### src/rtl/vmem_pkg.sv
`default_nettype none
// +------------------------------------------------------------------------+
// | vmem_pkg                                                               |
// | Shared types and constants for the vector MEM stage.                   |
// | Rev 1.0 - initial release                                              |
// +------------------------------------------------------------------------+
package vmem_pkg;

    localparam int VMEM_LANES = 8;
    localparam int VMEM_XLEN  = 32;
    localparam int VMEM_VLEN  = VMEM_LANES * VMEM_XLEN;

    typedef enum logic [1:0] {
        OP_NONE  = 2'd0,
        OP_LOAD  = 2'd1,
        OP_STORE = 2'd2
    } mem_op_t;

    typedef enum logic [1:0] {
        ST_IDLE      = 2'd0,
        ST_LOAD      = 2'd1,
        ST_LOAD_TAIL = 2'd2,
        ST_STORE     = 2'd3
    } state_t;

    // Bits needed to index a lane; at least 1 so single-lane builds still elaborate.
    function automatic int lane_idx_w(input int lanes);
        return (lanes > 1) ? $clog2(lanes) : 1;
    endfunction

endpackage
`default_nettype wire

### src/rtl/vmem_beat_sequencer.sv
`default_nettype none
// +------------------------------------------------------------------------+
// | vmem_beat_sequencer                                                    |
// | Beat FSM and counter: issues memory strobes and the upstream stall.    |
// | Rev 1.0 - initial release                                              |
// +------------------------------------------------------------------------+
module vmem_beat_sequencer
    import vmem_pkg::*;
#(
    parameter int LANES = VMEM_LANES,
    parameter int CW    = lane_idx_w(LANES)
) (
    input  logic          clk,
    input  logic          rst,
    input  mem_op_t       i_op,
    input  logic          i_vector,
    output state_t        o_state,
    output logic [CW-1:0] o_cnt,
    output logic          o_mem_re,
    output logic          o_mem_we,
    output logic          o_mem_stall
);

    localparam logic [CW-1:0] c_last_beat = CW'(LANES - 1);

    state_t        r_state;
    state_t        w_next_state;
    logic [CW-1:0] r_cnt;
    logic [CW-1:0] w_next_cnt;

    always_ff @(posedge clk or posedge rst) begin
        if (rst) begin
            r_state <= ST_IDLE;
            r_cnt   <= '0;
        end else begin
            r_state <= w_next_state;
            r_cnt   <= w_next_cnt;
        end
    end

    // The counter is zero outside LOAD/STORE, so it doubles as the beat index.
    always_comb begin
        w_next_state = r_state;
        w_next_cnt   = r_cnt;
        o_mem_re     = 1'b0;
        o_mem_we     = 1'b0;
        o_mem_stall  = 1'b0;
        case (r_state)
            ST_IDLE: begin
                w_next_cnt = '0;
                if (i_op == OP_LOAD) begin
                    o_mem_re    = 1'b1;
                    o_mem_stall = 1'b1;
                    if (i_vector && (LANES > 1)) begin
                        w_next_state = ST_LOAD;
                        w_next_cnt   = CW'(1);
                    end else begin
                        w_next_state = ST_LOAD_TAIL;
                    end
                end else if (i_op == OP_STORE) begin
                    o_mem_we = 1'b1;
                    if (i_vector && (LANES > 1)) begin
                        o_mem_stall  = 1'b1;
                        w_next_state = ST_STORE;
                        w_next_cnt   = CW'(1);
                    end
                end
            end
            ST_LOAD: begin
                o_mem_re    = 1'b1;
                o_mem_stall = 1'b1;
                if (r_cnt == c_last_beat) begin
                    w_next_state = ST_LOAD_TAIL;
                    w_next_cnt   = '0;
                end else begin
                    w_next_cnt = r_cnt + CW'(1);
                end
            end
            ST_LOAD_TAIL: begin
                w_next_state = ST_IDLE;
                w_next_cnt   = '0;
            end
            ST_STORE: begin
                o_mem_we = 1'b1;
                if (r_cnt == c_last_beat) begin
                    w_next_state = ST_IDLE;
                    w_next_cnt   = '0;
                end else begin
                    o_mem_stall = 1'b1;
                    w_next_cnt  = r_cnt + CW'(1);
                end
            end
            default: begin
                w_next_state = ST_IDLE;
                w_next_cnt   = '0;
            end
        endcase
    end

    assign o_state = r_state;
    assign o_cnt   = r_cnt;

endmodule
`default_nettype wire

### src/rtl/vector_mem_stage.sv
`default_nettype none
// +------------------------------------------------------------------------+
// | vector_mem_stage                                                       |
// | EX/MEM register plus scalar/vector load-store over a 32-bit port.      |
// | Optional macro VMEM_MISALIGN_CHECK_EN enables misaligned-access trap.  |
// | Rev 1.0 - initial release                                              |
// +------------------------------------------------------------------------+
module vector_mem_stage
    import vmem_pkg::*;
#(
    parameter  int LANES  = VMEM_LANES,
    parameter  int XLEN   = VMEM_XLEN,
    parameter  int ADDR_W = 32,
    localparam int VLEN   = LANES * XLEN
) (
    input  logic              clk,
    input  logic              rst,
    input  logic              req_valid,
    input  logic [1:0]        req_op,
    input  logic              req_vector,
    input  logic [4:0]        req_rd,
    input  logic              req_we,
    input  logic [ADDR_W-1:0] req_addr,
    input  logic [VLEN-1:0]   req_wdata,
    input  logic [VLEN-1:0]   req_alu,
    output logic [ADDR_W-1:0] mem_addr,
    output logic              mem_re,
    output logic              mem_we,
    output logic [XLEN-1:0]   mem_wdata,
    input  logic [XLEN-1:0]   mem_rdata,
    output logic              mem_stall,
    output logic [4:0]        rd_mem,
    output logic              write_enable_mem,
    output logic              wb_sel,
    output logic [VLEN-1:0]   result_mem,
    output logic              misalign_err
);

    localparam int            CW          = lane_idx_w(LANES);
    localparam logic [CW-1:0] c_tail_lane = CW'(LANES - 1);

    mem_op_t           w_req_op;
    logic              w_req_load;
    logic              w_misalign;
    logic [ADDR_W-1:0] w_cap_addr;

    mem_op_t           r_op;
    logic              r_vector;
    logic [ADDR_W-1:0] r_addr;
    logic [VLEN-1:0]   r_wdata;
    logic [XLEN-1:0]   r_lane [LANES];
    logic [4:0]        r_rd;
    logic              r_we;
    logic              r_wb_sel;
    logic              r_misalign;

    state_t            w_state;
    logic [CW-1:0]     w_cnt;
    logic              w_stall;
    logic [CW-1:0]     w_tail_lane;
    logic [XLEN-1:0]   w_wlane [LANES];

    assign w_req_op   = mem_op_t'(req_op);
    assign w_req_load = req_valid && (w_req_op == OP_LOAD);

`ifdef VMEM_MISALIGN_CHECK_EN
    assign w_misalign = req_valid && ((w_req_op == OP_LOAD) || (w_req_op == OP_STORE))
                        && (req_addr[1:0] != 2'b00);
    assign w_cap_addr = req_addr;
`else
    assign w_misalign = 1'b0;
    assign w_cap_addr = req_addr & ~ADDR_W'(3);
`endif

    always_ff @(posedge clk or posedge rst) begin
        if (rst) begin
            r_op       <= OP_NONE;
            r_vector   <= 1'b0;
            r_addr     <= '0;
            r_wdata    <= '0;
            r_rd       <= '0;
            r_we       <= 1'b0;
            r_wb_sel   <= 1'b0;
            r_misalign <= 1'b0;
            for (int i = 0; i < LANES; i++) begin
                r_lane[i] <= '0;
            end
        end else if (!w_stall) begin
            // A misaligned access becomes a bubble so no strobe ever leaves the stage.
            r_op       <= (req_valid && !w_misalign) ? w_req_op : OP_NONE;
            r_vector   <= req_vector;
            r_addr     <= w_cap_addr;
            r_wdata    <= req_wdata;
            r_rd       <= req_rd;
            r_we       <= req_valid && req_we && !w_misalign;
            r_wb_sel   <= w_req_load;
            r_misalign <= w_misalign;
            for (int i = 0; i < LANES; i++) begin
                r_lane[i] <= w_req_load ? '0 : req_alu[i*XLEN +: XLEN];
            end
        end else if (w_state == ST_LOAD) begin
            // Read data lags the strobe by one cycle, so it belongs to the previous beat.
            r_lane[w_cnt - CW'(1)] <= mem_rdata;
        end
    end

    vmem_beat_sequencer #(
        .LANES (LANES),
        .CW    (CW)
    ) u_seq (
        .clk         (clk),
        .rst         (rst),
        .i_op        (r_op),
        .i_vector    (r_vector),
        .o_state     (w_state),
        .o_cnt       (w_cnt),
        .o_mem_re    (mem_re),
        .o_mem_we    (mem_we),
        .o_mem_stall (w_stall)
    );

    assign w_tail_lane = r_vector ? c_tail_lane : '0;

    // The last lane is merged straight from the port so the result is complete in LOAD_TAIL.
    for (genvar g = 0; g < LANES; g++) begin : g_lane
        assign w_wlane[g]                 = r_wdata[g*XLEN +: XLEN];
        assign result_mem[g*XLEN +: XLEN] =
            ((w_state == ST_LOAD_TAIL) && (w_tail_lane == CW'(g))) ? mem_rdata : r_lane[g];
    end

    assign mem_addr         = r_addr + (ADDR_W'(w_cnt) << 2);
    assign mem_wdata        = w_wlane[w_cnt];
    assign mem_stall        = w_stall;
    assign rd_mem           = r_rd;
    assign write_enable_mem = r_we;
    assign wb_sel           = r_wb_sel;
    assign misalign_err     = r_misalign;

endmodule
`default_nettype wire
### config.mk
export PLATFORM = sky130hd
export DESIGN_NAME = vector_mem_stage
export DESIGN_NICKNAME = d
export VERILOG_FILES = /design/src/rtl/vmem_pkg.sv /design/src/rtl/vmem_beat_sequencer.sv /design/src/rtl/vector_mem_stage.sv
export SDC_FILE = /design/constraint.sdc
export NUM_CORES = 1
export LEC_CHECK = 0
export ABC_CLOCK_PERIOD_IN_PS = 22000
export BUFFER_PORTS_ARGS = -buffer_cell sky130_fd_sc_hd__buf_4
export CORE_AREA = 2 2 355 357
export DETAILED_ROUTE_END_ITERATION = 8
export DIE_AREA = 0 0 357 359
export HOLD_SLACK_MARGIN = 0.06
export SLEW_MARGIN = 15
export SYNTH_ARGS = -nofsm -noshare
export SYNTH_HDL_FRONTEND = slang
export SYNTH_SLANG_ARGS = --single-unit
### constraint.sdc
create_clock -name clk -period 22 [get_ports clk]
set_clock_uncertainty 0.15 [all_clocks]
set_input_delay 3.3 -clock clk [delete_from_list [all_inputs] [get_ports clk]]
set_output_delay 3.3 -clock clk [all_outputs]
set_load 0.005 [all_outputs]
### Word-level counts from Yosys, hierarchy flattened

Cells that the tools add are included.

| cells by class | value |
|---|---|
| reduce and logical (&&, ||, !) cells | 15 |
| equality and inequality tests | 19 |
| muxes and demuxes | 48 |
| bitwise logic cells | 2 |
| order comparisons | 3 |
| add/subtract/negate cells | 3 |

Operators by type and width:

| kind | count |
|---|---|
| 32-bit two-way mux | 19 |
| 256-bit two-way mux | 2 |
| 256-bit bitwise mux | 1 |
| 32-bit binary-select mux with 3-bit select | 1 |
| 32-bit demux with 3-bit select | 1 |
| 32-bit by 5-bit adder with 32-bit output | 1 |
| 3-bit == test, second input constant | 5 |
| 2-bit two-way mux | 7 |
| 1-bit logical AND | 11 |
| 1-bit two-way mux | 9 |
| 3-bit two-way mux | 3 |
| 3-bit one-hot mux with 3 select lines | 1 |
| 4-bit greater-or-equal comparator, second input constant | 2 |
| 3-bit NOT with 4-bit output | 2 |
| 2-bit one-hot mux with 4 select lines | 1 |
| 2-bit by 1-bit == test with 1-bit output, second input constant | 3 |
| 2-bit == test, second input constant | 3 |
| 3-bit by 2-bit == test with 1-bit output, second input constant | 2 |
| 2-bit by 1-bit != test with 1-bit output, second input constant | 3 |
| 4-bit by 1-bit less-than comparator with 1-bit output, second input constant | 1 |
| 1-bit one-hot mux with 2 select lines | 2 |
| 4-bit AND reduction | 1 |
| 3-bit by 1-bit adder with 3-bit output, second input constant | 1 |
| 3-bit by 1-bit == test with 1-bit output, second input constant | 1 |
| other kinds (7) | 7 |

| word-level totals | value |
|---|---|
| output and inout port bits | 331 |
| word-level logic and storage cells | 107 |
| register bits | 557 |
| input bits | 588 |

### Depth between registers and ports, before layout

Gate-level depths: netlist (run 1).

| depth | value |
|---|---|
| word-level depth | 9 |
| mapped depth | 12 |
| depth with buffers taken out | 7 |

### Modules after synthesis

A second synthesis (run 1) with hierarchy kept.

| second synthesis, totals | value |
|---|---|
| cells, all modules | 2,062 |
| area, all modules | 28,412.2 um2 |

By module, submodules not included:

| module | area each (um2) | seq. area each (um2) | cells each | times used |
|---|---|---|---|---|
| vector_mem_stage | 27,971.8 | 13,813.2 | 2,022 | 1 |
| vmem_beat_sequencer | 440.4 | 125.1 | 40 | 1 |

### Worst setup path before layout (run 1)

Ideal clock, no wire load.

| path | value |
|---|---|
| path type | input to output |
| from | in mem_rdata[30] |
| to | out result_mem[30] |
| data required time | 18,550 ps |
| data arrival time | 3,778 ps |
| path buffers | 1 |
| stages on the path | 2 |
| slack | 14,772 ps |
| cell sequence | buf_1 -> mux2_1 |

| between the ends | value |
|---|---|
| cells in the longest elaborated chain, start to end | 1 |

Ends and longest elaborated chain:

| item | line | text |
|---|---|---|
| from (decl) | vector_mem_stage.sv:30 | `input logic [XLEN-1:0] mem_rdata,` |
| 32-bit two-way mux | vector_mem_stage.sv:128 | `((w_state == ST_LOAD_TAIL) && (w_tail_lane == CW'(g))) ? mem_rdata : r_lane[g];` |
| to (decl) | vector_mem_stage.sv:35 | `output logic [VLEN-1:0] result_mem,` |

No other way between the ends.

### Worst setup path after layout (run 1)

| path | value |
|---|---|
| from | in mem_rdata[31] |
| to | out result_mem[31] |

The elaborated chain is that of the path after synthesis.

==> results of run 1 <==
==> worst register-to-register path: stages (launching register included) <==
cell and delay [ps]:
dfrtp_2 340, buf_4 520, ha_1 310, nand2b_1 140, a41o_4 550, buf_4 710, buf_12 570, buf_4 1120
nand3_1 200, o21ai_1 120
==> cells in the final DEF, fill, tap and decap left out, types with 5 or more instances in the layout <==
cell type	count
buf_4	947
nand2_1	894
dfrtp_1	554
nand3_1	264
mux2i_1	258
o21ai_1	256
mux2_2	94
clkbuf_16	69
mux4_2	64
xor2_1	18
clkbuf_1	18
xnor2_1	12
clkbuf_8	12
nor2_1	11
ha_1	11
inv_1	7
clkinv_2	7
nand4_1	6
nor4_1	6
o21ai_0	6
clkinv_16	5
==> through the flow <==
stage	setup slack (ps)	power, mW	utilization, %
after global placement	14370	4.63	28.3
final	14540	5.77	30.1
after global routing	14290	6.21	30.1
after floorplan	2970	3.77	-
after detailed placement	14390	4.69	28.3
after CTS	14470	5.85	30.1
==> cell type report <==
class | instances | area, um^2 | area share [%]
clock inverter | 18 | 277 | 0.738
antenna | 3 | 7.51 | 0.0200
multi-input combinational | 1949 | 12000 | 32.1
tap | 1650 | 2060 | 5.51
inverter | 9 | 48.8 | 0.130
timing repair buffer | 948 | 7130 | 19.0
sequential | 557 | 13900 | 37.2
clock buffer | 99 | 1960 | 5.23
==> sequential cells by signal (all words and copies together), names as in the netlist, 2 cells and up <==
signal	cells
r_wdata	256
r_lane	256
u_seq.o_state	2
r_op	2
r_addr	30
rd_mem	5
u_seq.o_cnt	3
==> routing by layer <==
metal / up-vias / track usage [%]
met4: 6 / 6.89
li1: 10900 / -
met3: 200 / 5.59
met1: 11600 / 20.1
met5: - / 0
met2: 940 / 27.1
==> worst max-delay path by stage <==
stage / startpoint / endpoint
after global routing: u_seq.o_cnt[0]$_DFF_PP0_ / mem_addr[28]
after detailed placement: rst / r_lane[192]$_DFFE_PP0P_
after CTS: u_seq.o_cnt[0]$_DFF_PP0_ / mem_addr[28]
after global placement: rst / r_lane[95]$_DFFE_PP0P_
final: mem_rdata[31] / result_mem[31]
after floorplan: rst / r_addr[10]$_DFFE_PP0P_
==> where the power goes <==
part,switching [mW],total [mW],internal [mW],leakage [nW]
clock network,0.491,1.13,0.641,1.08
registers,0.327,1.88,1.56,6.72
logic,1.54,2.76,1.22,10.8
==> cells by family after synthesis <==
group                      synth area share, %
AOI/OAI and AO/OA                         4.84
xor gates and xnor gates                 0.918
adders and majority gates                0.551
buffers and inverters                     9.59
DFF                                       48.7
muxes                                     17.8
other                                   0.0131
and+or+nand+nor                           17.6
==> out/metrics.yaml, run 1 <==
dieArea_um2: 128000
gp_congestion: 0.863
clk_latency_ps: 640
wl_met1_mm: 43.7
slew_headroom_pct: 32.4
cp.required_ps: 18550
min-delay-start: "r_wdata[239]$_DFFE_PP0P_"
cp_num_cells: 3
dieHeight_um: 359
post-route-min-period_ps: 7460
crit_family: "buffers and inverters"
final-setup-viol-count: 0
synth_top_area_share_pct: 48.7
pin_count: 919
yosysUniqueCellTypes: 45
worstMarginPinSlew_ps: 1010
fin_area_um2: 37500
cts_resized: 0
startpoint_type: "input pin"
first_pass_iters: 5
criticalPathCategory: "in2out"
rrSetupSlack_ps: 17210
r2r-end: "r_lane[73]$_DFFE_PP0P_"
grt_max_degree: 197
cts-root-buf: "clkbuf_16"
cts_tree: "built"
cts-hold-fix-buffers: 0
dp_hpwl_mm: 81.4
wl_met2_mm: 51.2
wl_mm: 110
peakVddDrop_mv: 0.148
pwr_density_cell_nw_per_um2: 154
path_cells: "buf_4 > mux2_2 > buf_4"
cap_violations: 0
top_layer: "met5"
cts_max_level: 3
grt_remaining_overflow: 0
fin_crit_sh_pct: 33.9
arrival_ps: 4010
slowest_stage: "mux2_2"
synth_area_um2: 28600
holdPathEnd: "r_wdata[239]$_DFFE_PP0P_"
detail_route.vias_per_cell: 4.51
placed_cell_area_um2: 35200
nets: 4134
post_cts_buffers: 0
syn2layout_area_growth_pct: 30.8
hp-class: "reg2reg"
cp_common_cell: "buf_4"
p_leak_nw: 18.6
n_fill_cell: 13300
final_cells: 5233
cp_max_fo: 10
grt_pass1_wl_mm: 160
drive_gt1_share_pct: 34.2
track_usage_pct: 16.7
crit_path_max_incr_delay_ps: 310
r2r_start: "u_seq.o_cnt[2]$_DFF_PP0_"
die_x_um: 357
synth_ff_type: "dfrtp_1"
antenna_found_initial: 10
grt_pass1_vias: 23900
clock-sinks: 557
synth_top_area_cell: "dfrtp_1"
numCtsBuffers: 69
drc: 0
synth_most_common_cell: "nand2_1"
synth_edf_count: 0
syn_avg_cell_area_um2: 9.72
synthCells: 2946
ctsLongestPathBuffers: 3
drt_iter0_drc: 1717
worstHoldPathCells: 2
core_um2: 125000
finalHoldViolations: 0
ant_nets: 0
ys_seq_area_share_pct: 48.7
dpl.cell_count: 5113
rows: 130
via_count: 23600
synth.area.top_cells: "dfrtp_1 49%, nand2_1 12%, mux2i_1 9.0%"
route.met3.wl_mm: 10.9
reg2regPathDepth: 9
cp-end-kind: "primary output"
path_clk_slew_ps: 50
max_freq_mhz: 134
portBuffers: 913
wl_per_cell_um: 21.0
initial_core_util_pct: 23.0
yosys_warnings: 0
tns_ps: 0
slew_violations: 0
synth_seq_cells: 557
critical_path_buf_inv_count: 2
async_flop_share_pct: 100
rsz0062_at_grt: "no"
status: "completed"
fin_hold_ws_ps: 309
synth_common_cells: "895 x nand2_1, 557 x dfrtp_1, 266 x nand3_1"
No activity file was read; power rests on OpenSTA's default activity.
==> inputs of run 2 (changes only) <==
--- a/config.mk
+++ b/config.mk
@@ -5,7 +5,7 @@
 export SDC_FILE = /design/constraint.sdc
 export NUM_CORES = 1
 export LEC_CHECK = 0
-export ABC_CLOCK_PERIOD_IN_PS = 22000
+export ABC_CLOCK_PERIOD_IN_PS = 6700
 export BUFFER_PORTS_ARGS = -buffer_cell sky130_fd_sc_hd__buf_4
 export CORE_AREA = 2 2 355 357
 export DETAILED_ROUTE_END_ITERATION = 8
==> constraint.sdc (replaced) <==
create_clock -name clk -period 6.7 [get_ports clk]
set_clock_uncertainty 0.15 [all_clocks]
set_input_delay 1.005 -clock clk [delete_from_list [all_inputs] [get_ports clk]]
set_output_delay 1.005 -clock clk [all_outputs]
set_load 0.005 [all_outputs]
==> out/metrics.yaml, run 2 (same netlist as run 1, synthesis figures left out) <==
dp_slack_ps: 2450
final_common_cell: "buf_4"
worstMarginPinSlew_ps: 967
gp_congestion: 0.858
clk_latency_ps: 640
detail_route.vias_per_cell: 4.45
via_count: 23300
cp.required_ps: 5540
cts_resized: 0
pwr_density_cell_nw_per_um2: 506
slew_headroom_pct: 35.6
fin_util_pct: 30.2
p_comb_share_pct: 48.2
nets: 4134
core_um2: 125000
placed_cell_area_um2: 35300
arrival_ps: 3560
r2r_start: "u_seq.o_cnt[0]$_DFF_PP0_"
fin_crit_sh_pct: 70.4
p_leak_nw: 18.7
drt_iter0_drc: 1580
cp-end-kind: "primary output"
power_frac_seq_pct: 32.3
dieHeight_um: 359
tns_ps: 0
dpl.cell_count: 5115
swShare_pct: 40.8
first_pass_iters: 5
dp_hpwl_mm: 82.0
final_cells: 5242
criticalPathCategory: "reg2out"
startpoint_type: "register"
worst_slack_ps: 1990
max_freq_mhz: 212
pwr-share-clk_pct: 19.5
cp_max_fo: 73
drive_gt1_share_pct: 34.2
post_cts_buffers: 0
intPower_mw: 11.3
rows: 130
reg_top3: "r_lane (256), r_wdata (256), r_addr (30)"
grt_max_degree: 187
initial_core_util_pct: 23.0
peakVddDrop_mv: 0.417
n_fill_cell: 13200
wl_mm: 111
numCtsBuffers: 67
path_clk_slew_ps: 70
clock-sinks: 557
reg2regPathDepth: 9
die_x_um: 357
wl_per_cell_um: 21.2
grt_pass1_wl_mm: 159
antenna_found_initial: 20
dieArea_um2: 128000
ant_nets: 0
hp-class: "in2async"
track_usage_pct: 16.7
status: "completed"
fin_area_um2: 37600
most-common-layout-cells: "942 x buf_4, 894 x nand2_1, 554 x dfrtp_1, 264 x nand3_1, 258 x mux2i_1"
final-setup-viol-count: 0
post-route-min-period_ps: 4710
cts_tree: "built"
grt_remaining_overflow: 0
syn2layout_area_growth_pct: 31.3
fin_hold_ws_ps: 288
cts-root-buf: "clkbuf_16"
totalPowerFinal_mw: 19.0
rsz0062_at_grt: "no"
drc: 0
pin_count: 919
p_sw_mw: 7.76
cap_violations: 0
crit_start: "u_seq.o_cnt[0]$_DFF_PP0_"
slew_violations: 0
portBuffers: 913
cts_max_level: 3
cts-hold-fix-buffers: 0
finalHoldViolations: 0
ctsLongestPathBuffers: 3
grt_pass1_vias: 23500
run 2: power groups by stage:
stage | clock network, mW | registers [mW] | logic [mW]
after floorplan | 0 | 5.83 | 6.54
after global placement | 0 | 6.12 | 9.20
after detailed placement | 0 | 6.19 | 9.32
after CTS | 3.83 | 6.15 | 9.34
after global routing | 3.97 | 6.36 | 10.1
final | 3.71 | 6.15 | 9.17
run 2: final timing paths:
| check | slack [ps] | endpoint |
|---|---|---|
| max in group asynchronous | 4500 | r_lane[8]$_DFFE_PP0P_ |
| setup / recovery | 1990 | mem_stall |
| min in group clk | 310 | r_wdata[81]$_DFFE_PP0P_ |
| setup reg to reg | 2710 | r_wdata[126]$_DFFE_PP0P_ |
| hold reg to reg | 310 | r_wdata[81]$_DFFE_PP0P_ |
| hold / removal | 290 | r_wdata[91]$_DFFE_PP0P_ |
run 2: layout make-up:
| type | instances | area [um^2] | area share [%] |
|---|---|---|---|
| tap | 1650 | 2060 | 5.49 |
| timing repair buffer | 950 | 7230 | 19.2 |
| clock inverter | 19 | 317 | 0.842 |
| inverter | 9 | 45.0 | 0.120 |
| sequential | 557 | 13900 | 37.1 |
| antenna | 10 | 25.0 | 0.0666 |
| clock buffer | 98 | 1930 | 5.14 |
| multi-input combinational | 1949 | 12000 | 32.0 |
run 2: worst max-delay path: stages, from the launching register on:
cell and delay (ps):
dfrtp_4 450, buf_12 430, ha_1 280, ha_1 220, nand2b_1 160, a41o_4 800
inv_8 290, buf_4 250
run 2: metal layers:
layer	share of wire (%)	GRT usage, %
met5	0.068	0
met1	40	20.7
met4	3.2	5.70
met2	47	27.3
met3	9.8	5.52
